## config.mk

```make
export PLATFORM = sky130hd
export DESIGN_NAME = immgen_pipe
export DESIGN_NICKNAME = d
export VERILOG_FILES = /design/src/rtl/immgen_pipe.sv
export SDC_FILE = /design/constraint.sdc
export NUM_CORES = 1
export LEC_CHECK = 0
export BUFFER_PORTS_ARGS = -buffer_cell sky130_fd_sc_hd__clkbuf_2
export CORE_MARGIN = 8
export CORE_UTILIZATION = 60
export CTS_BUF_LIST = sky130_fd_sc_hd__clkbuf_8
export CTS_CLUSTER_DIAMETER = 120
export DETAILED_ROUTE_END_ITERATION = 7
export GPL_ROUTABILITY_DRIVEN = 0
export PLACE_DENSITY = 0.85
export SYNTH_ARGS = -nofsm -noshare
export SYNTH_HDL_FRONTEND = slang
export SYNTH_SLANG_ARGS = --single-unit
```

## constraint.sdc

```tcl
create_clock -name clk -period 5.6 [get_ports clk]
set_input_delay 0.56 -clock clk [delete_from_list [all_inputs] [get_ports clk]]
set_output_delay 0.56 -clock clk [all_outputs]
set_load 0.02 [all_outputs]
```

## src/rtl/immgen_pipe.sv

```systemverilog
// rtl/immgen_pipe.sv - pipelined RV32I/RV64I immediate generator with 2-entry skid buffer
//
// Purpose:
//   Decodes the immediate of an instruction word (I/S/B/U/J formats plus the
//   CSR zimm field) and extends it to XLEN bits.
//   Each result is pushed with its sideband tag into a 2-entry FIFO.
//   The FIFO head drives the out_* ports, so fetch and decode can stall
//   independently without losing words.
//
// Parameters:
//   XLEN     - 32 or 64; width of out_imm.
//   AUTO_SEL - 1: format derived from inst[6:0], in_immsrc ignored;
//              0: format taken from in_immsrc.
//   TAG_W    - width of the sideband tag.
//
// Ports:
//   clk, rst_n                  - clock, synchronous active-low reset
//   in_valid/in_ready           - input handshake (in_ready is registered)
//   in_inst, in_immsrc, in_tag  - instruction word, format select, sideband
//   out_valid/out_ready         - output handshake
//   out_imm, out_tag            - extended immediate and its tag
//   out_illegal                 - select (or opcode) mapped to no format
//
// Optional build macro IMMGEN_PIPE_PERF_EN:
//   adds perf_accepted and perf_illegal, which are 32-bit wrapping counters
//   of input transfers and of illegal input transfers.

module immgen_pipe #(
  parameter int XLEN     = 32,
  parameter int AUTO_SEL = 0,
  parameter int TAG_W    = 5
) (
  input  logic             clk,
  input  logic             rst_n,
  input  logic             in_valid,
  output logic             in_ready,
  input  logic [31:0]      in_inst,
  input  logic [2:0]       in_immsrc,
  input  logic [TAG_W-1:0] in_tag,
  output logic             out_valid,
  input  logic             out_ready,
  output logic [XLEN-1:0]  out_imm,
  output logic [TAG_W-1:0] out_tag,
  output logic             out_illegal
`ifdef IMMGEN_PIPE_PERF_EN
  ,
  output logic [31:0]      perf_accepted,
  output logic [31:0]      perf_illegal
`endif
);

  typedef enum logic [2:0] {
    FMT_I,
    FMT_S,
    FMT_B,
    FMT_U,
    FMT_J,
    FMT_Z,
    FMT_ZERO,
    FMT_ILL
  } fmt_e;

  localparam logic [6:0] OP_IMM    = 7'b0010011;
  localparam logic [6:0] OP_LOAD   = 7'b0000011;
  localparam logic [6:0] OP_JALR   = 7'b1100111;
  localparam logic [6:0] OP_IMM32  = 7'b0011011;
  localparam logic [6:0] OP_STORE  = 7'b0100011;
  localparam logic [6:0] OP_BRANCH = 7'b1100011;
  localparam logic [6:0] OP_LUI    = 7'b0110111;
  localparam logic [6:0] OP_AUIPC  = 7'b0010111;
  localparam logic [6:0] OP_JAL    = 7'b1101111;
  localparam logic [6:0] OP_SYSTEM = 7'b1110011;
  localparam logic [6:0] OP_REG    = 7'b0110011;
  localparam logic [6:0] OP_REG32  = 7'b0111011;

  fmt_e             w_fmt;
  logic [XLEN-1:0]  w_imm;
  logic             w_ill;
  logic             w_push;
  logic             w_pop;
  logic [1:0]       w_count_next;
  logic             w_unused_ok;

  logic [XLEN-1:0]  r_imm [2];
  logic [TAG_W-1:0] r_tag [2];
  logic             r_ill [2];
  logic             r_wr_ptr;
  logic             r_rd_ptr;
  logic [1:0]       r_count;
  logic             r_in_ready;

  // Depending on AUTO_SEL, either the opcode bits or in_immsrc go unread.
  assign w_unused_ok = ^{in_inst[6:0], in_inst[14:12], in_immsrc};

  // Format selection
  always_comb begin
    w_fmt = FMT_ILL;
    if (AUTO_SEL != 0) begin
      case (in_inst[6:0])
        OP_IMM, OP_LOAD, OP_JALR, OP_IMM32: w_fmt = FMT_I;
        OP_STORE:                           w_fmt = FMT_S;
        OP_BRANCH:                          w_fmt = FMT_B;
        OP_LUI, OP_AUIPC:                   w_fmt = FMT_U;
        OP_JAL:                             w_fmt = FMT_J;
        // funct3[2] separates the immediate CSR forms from csrrw/s/c and ecall.
        OP_SYSTEM:                          w_fmt = in_inst[14] ? FMT_Z : FMT_I;
        // R-type carries no immediate but is still a legal instruction.
        OP_REG, OP_REG32:                   w_fmt = FMT_ZERO;
        default:                            w_fmt = FMT_ILL;
      endcase
    end else begin
      case (in_immsrc)
        3'b000:  w_fmt = FMT_I;
        3'b001:  w_fmt = FMT_S;
        3'b101:  w_fmt = FMT_B;
        3'b010:  w_fmt = FMT_U;
        3'b011:  w_fmt = FMT_J;
        3'b100:  w_fmt = FMT_Z;
        default: w_fmt = FMT_ILL;
      endcase
    end
  end

  // Extension
  // A size cast of a $signed operand sign-extends.
  always_comb begin
    w_imm = '0;
    w_ill = 1'b0;
    case (w_fmt)
      FMT_I: w_imm = XLEN'($signed(in_inst[31:20]));
      FMT_S: w_imm = XLEN'($signed({in_inst[31:25], in_inst[11:7]}));
      FMT_B: w_imm = XLEN'($signed({in_inst[31], in_inst[7], in_inst[30:25],
                                    in_inst[11:8], 1'b0}));
      FMT_U: w_imm = XLEN'($signed({in_inst[31:12], 12'b0}));
      FMT_J: w_imm = XLEN'($signed({in_inst[31], in_inst[19:12], in_inst[20],
                                    in_inst[30:21], 1'b0}));
      FMT_Z: w_imm = XLEN'(in_inst[19:15]);
      FMT_ZERO: w_imm = '0;
      default: begin
        w_imm = '0;
        w_ill = 1'b1;
      end
    endcase
  end

  // Handshake and occupancy
  assign w_push = in_valid && r_in_ready;
  assign w_pop  = (r_count != 2'd0) && out_ready;

  always_comb begin
    w_count_next = r_count;
    case ({w_push, w_pop})
      2'b10:   w_count_next = r_count + 2'd1;
      2'b01:   w_count_next = r_count - 2'd1;
      default: w_count_next = r_count;
    endcase
  end

  // in_ready is registered from the next occupancy.
  // This keeps out_ready off any combinational path to in_ready.
  always_ff @(posedge clk) begin
    if (!rst_n) begin
      r_count    <= 2'd0;
      r_wr_ptr   <= 1'b0;
      r_rd_ptr   <= 1'b0;
      r_in_ready <= 1'b1;
      for (int i = 0; i < 2; i++) begin
        r_imm[i] <= '0;
        r_tag[i] <= '0;
        r_ill[i] <= 1'b0;
      end
    end else begin
      if (w_push) begin
        r_imm[r_wr_ptr] <= w_imm;
        r_tag[r_wr_ptr] <= in_tag;
        r_ill[r_wr_ptr] <= w_ill;
        r_wr_ptr        <= ~r_wr_ptr;
      end
      if (w_pop) begin
        r_rd_ptr <= ~r_rd_ptr;
      end
      r_count    <= w_count_next;
      r_in_ready <= (w_count_next < 2'd2);
    end
  end

  assign in_ready    = r_in_ready;
  assign out_valid   = (r_count != 2'd0);
  assign out_imm     = r_imm[r_rd_ptr];
  assign out_tag     = r_tag[r_rd_ptr];
  assign out_illegal = r_ill[r_rd_ptr];

`ifdef IMMGEN_PIPE_PERF_EN
  logic [31:0] r_perf_accepted;
  logic [31:0] r_perf_illegal;

  always_ff @(posedge clk) begin
    if (!rst_n) begin
      r_perf_accepted <= '0;
      r_perf_illegal  <= '0;
    end else if (w_push) begin
      r_perf_accepted <= r_perf_accepted + 32'd1;
      if (w_ill) begin
        r_perf_illegal <= r_perf_illegal + 32'd1;
      end
    end
  end

  assign perf_accepted = r_perf_accepted;
  assign perf_illegal  = r_perf_illegal;
`endif

endmodule

```

==> results.tsv <==
metric	value	unit
status	completed	
die-area	10300	um^2
synth_top_flop_cell	edfxtp_1	
holdBufCountCts	0	
fin_crit	3.40	ns
timing_hold_violations_final	0	
grt_usage	20.8	%
cts_max_path_buffers	2	
area_delta_synth_final	13.8	%
cts_tree	yes	
postCtsSetupRepairBufs	0	
r2r_slack	3.39	ns
rr_startpoint	r_wr_ptr	
antenna_found_initial	0	
syn_inst	374	
rr_worst_depth	4	
grt_pass1_wl	16.6	mm
crit_fanout	40	
ys_ff_latch	82	
mostFrequentLayoutCell	clkbuf_2	
drt.antenna.violating_nets	0	
setup_tns	0	ns
relSlewSlack	38.9	%
drt_iter0_markers	300	
vias	3383	
rsz0062_at_grt	false	
end_kind	register	
rows	31	
fin_worst_skew	0.00588	ns
stdcell_area	5010	um^2
dpl.hpwl	7.07	mm
remaining_drc_errors	0	
p_leak	1.93	nW
portBuffers	76	
maxCapViolations	0	
finalSetupViolCount	0	
synth_cell_type_count	42	
hp-start	in_tag[3]	
mostFrequentLayoutCells	76 x clkbuf_2, 74 x edfxtp_1, 43 x mux2_2	
root_buffer	clkbuf_8	
clock-sinks	82	
detail_route.wl_per_cell	19.6	um
layout-drive-gt1-share	33.4	%
grt_pass1_vias	3402	
worstSkewPairLatency	0.35	ns
io_pins	84	
wl	10.5	mm
worstPathArrival	3.59	ns
final_nets	481	
ctsResizeCount	0	
min_to	r_tag[1][3]	
postPlaceCellArea	4780	um^2
die_w	102	um
grt_max_degree	41	
firstDrtPassIters	5	
cts_max_level	3	
core	7180	um^2
drv_slew	0	
hold_class	in -> reg	
syn_nets	420	
r2r-end	r_imm[1][28]	
synth_edf_count	74	
fmax	294	MHz
synth_area	4400	um^2
numCtsBuffers	9	
die_y	102	um
overflow	0	
power	0.00193	W
asyncSetResetFlopFracSynth	0	%
yosys_warnings	0	
nFillCells	503	
criticalPathCategory	in -> reg	
worst_slew_pin_slew	0.913	ns
n_antenna_cell	0	
min_path_cells	2	
initial_utilization	61.4	%
via_per_inst	6.28	
syn_avg_cell_area	11.8	um^2
critical_path_required	5.79	ns
startpoint_type	primary input	
power_density	386	nW/um^2
cts.clk_slew.worst_paths	0.08	ns
fin_crit_sh	60.7	%
final_util	69.8	%
ir_drop	0.276	mV
ys_seq_area_share	54.1	%
[worst max-delay path, cell delays in order]
cell and delay [ns]:
clkbuf_2 0.44, inv_1 0.46, and3_1 0.21, nor2_1 0.05, ha_1 0.43, nor2b_1 0.55, o211ai_2 0.54, a31oi_1 0.33
[cell families after synthesis]
group,share of synthesized area (%)
AO/OA/AOI/OAI,14.7
XOR/XNOR,0.796
adder cells (fa/ha/maj),0.824
buffers and inverters,4.43
flip-flops,54.1
multiplexers,11.0
AND/OR/NAND/NOR,14.2
[sequential cells by signal, indices dropped and copies added (netlist names), named ones only]
register and count:
r_tag 10, r_imm 64, r_ill 2, r_wr_ptr 1, r_rd_ptr 1, r_count 2
in_ready 1
[metrics by stage]
step | worst slack, ns | instances | hold WS (ns)
6_report | 2.20 | 539 | 0.494
5_1_grt | 2.00 | 539 | 0.502
4_1_cts | 2.31 | 539 | 0.498
3_5_place_dp | 1.94 | 523 | 0.482
3_3_place_gp | 2.01 | 523 | 0.463
2_1_floorplan | 1.79 | 374 | 0.448
[how the worst max path moves through the flow]
| stage | cells after the start | end | slack, ns | startpoint |
|---|---|---|---|---|
| 2_1_floorplan | 2 | r_imm[0][0] | 1.79 | in_valid |
| 3_3_place_gp | 8 | r_imm[1][28] | 2.01 | in_immsrc[2] |
| 3_5_place_dp | 8 | r_imm[1][28] | 1.94 | in_immsrc[2] |
| 4_1_cts | 8 | r_imm[1][28] | 2.31 | in_immsrc[2] |
| 5_1_grt | 8 | r_imm[1][28] | 2.00 | in_immsrc[2] |
| 6_report | 8 | r_imm[1][28] | 2.20 | in_immsrc[2] |
[cell usage after synthesis (2+ instances only)]
cell | n | area [um^2]
a21boi_0 | 2 | 15.0
a21oi_1 | 28 | 140
a31oi_1 | 30 | 188
nor2b_1 | 4 | 25.0
inv_1 | 2 | 7.51
a32oi_1 | 5 | 43.8
xnor2_1 | 4 | 35.0
nand2_1 | 17 | 63.8
o21ai_0 | 12 | 60.1
and4b_1 | 2 | 20.0
edfxtp_1 | 74 | 2220
and3b_1 | 2 | 17.5
clkbuf_1 | 6 | 22.5
buf_4 | 4 | 30.0
mux2_2 | 43 | 484
a22oi_1 | 5 | 37.5
o21a_1 | 3 | 22.5
nand3_1 | 13 | 65.1
buf_6 | 4 | 45.0
buf_2 | 18 | 90.1
nor3b_1 | 3 | 22.5
dfxtp_1 | 8 | 160
and3_1 | 9 | 56.3
nand3b_1 | 13 | 97.6
and2_1 | 17 | 106
nor2_1 | 16 | 60.1
ha_1 | 2 | 25.0
o21ai_1 | 3 | 15.0
a21o_1 | 12 | 90.1
[final cells by class]
cell class / count / area (um^2) / area share (%)
Clock buffer: 9 / 124 / 2.47
Clock inverter: 7 / 109 / 2.17
Inverter: 2 / 7.51 / 0.150
Multi-Input combinational cell: 258 / 1840 / 36.7
Sequential cell: 82 / 2380 / 47.6
Tap cell: 99 / 124 / 2.47
Timing Repair Buffer: 82 / 425 / 8.49
[where the power goes]
group / internal (W) / switching, W / leakage, nW
Sequential: 0.000772 / 0.0000336 / 0.851
Combinational: 0.000242 / 0.000383 / 0.961
Clock: 0.000292 / 0.000208 / 0.116
[metal layers]
metal	track usage, %	wire, um	part of all wire [%]	vias to the layer above
li1	-	-	-	1555
met1	25.3	4130	39	1633
met2	34.4	5200	49	173
met3	5.50	1000	9.5	22
met4	8.25	212	2.0	0
met5	0	0	0	-
No activity file was read; power rests on OpenSTA's default activity.
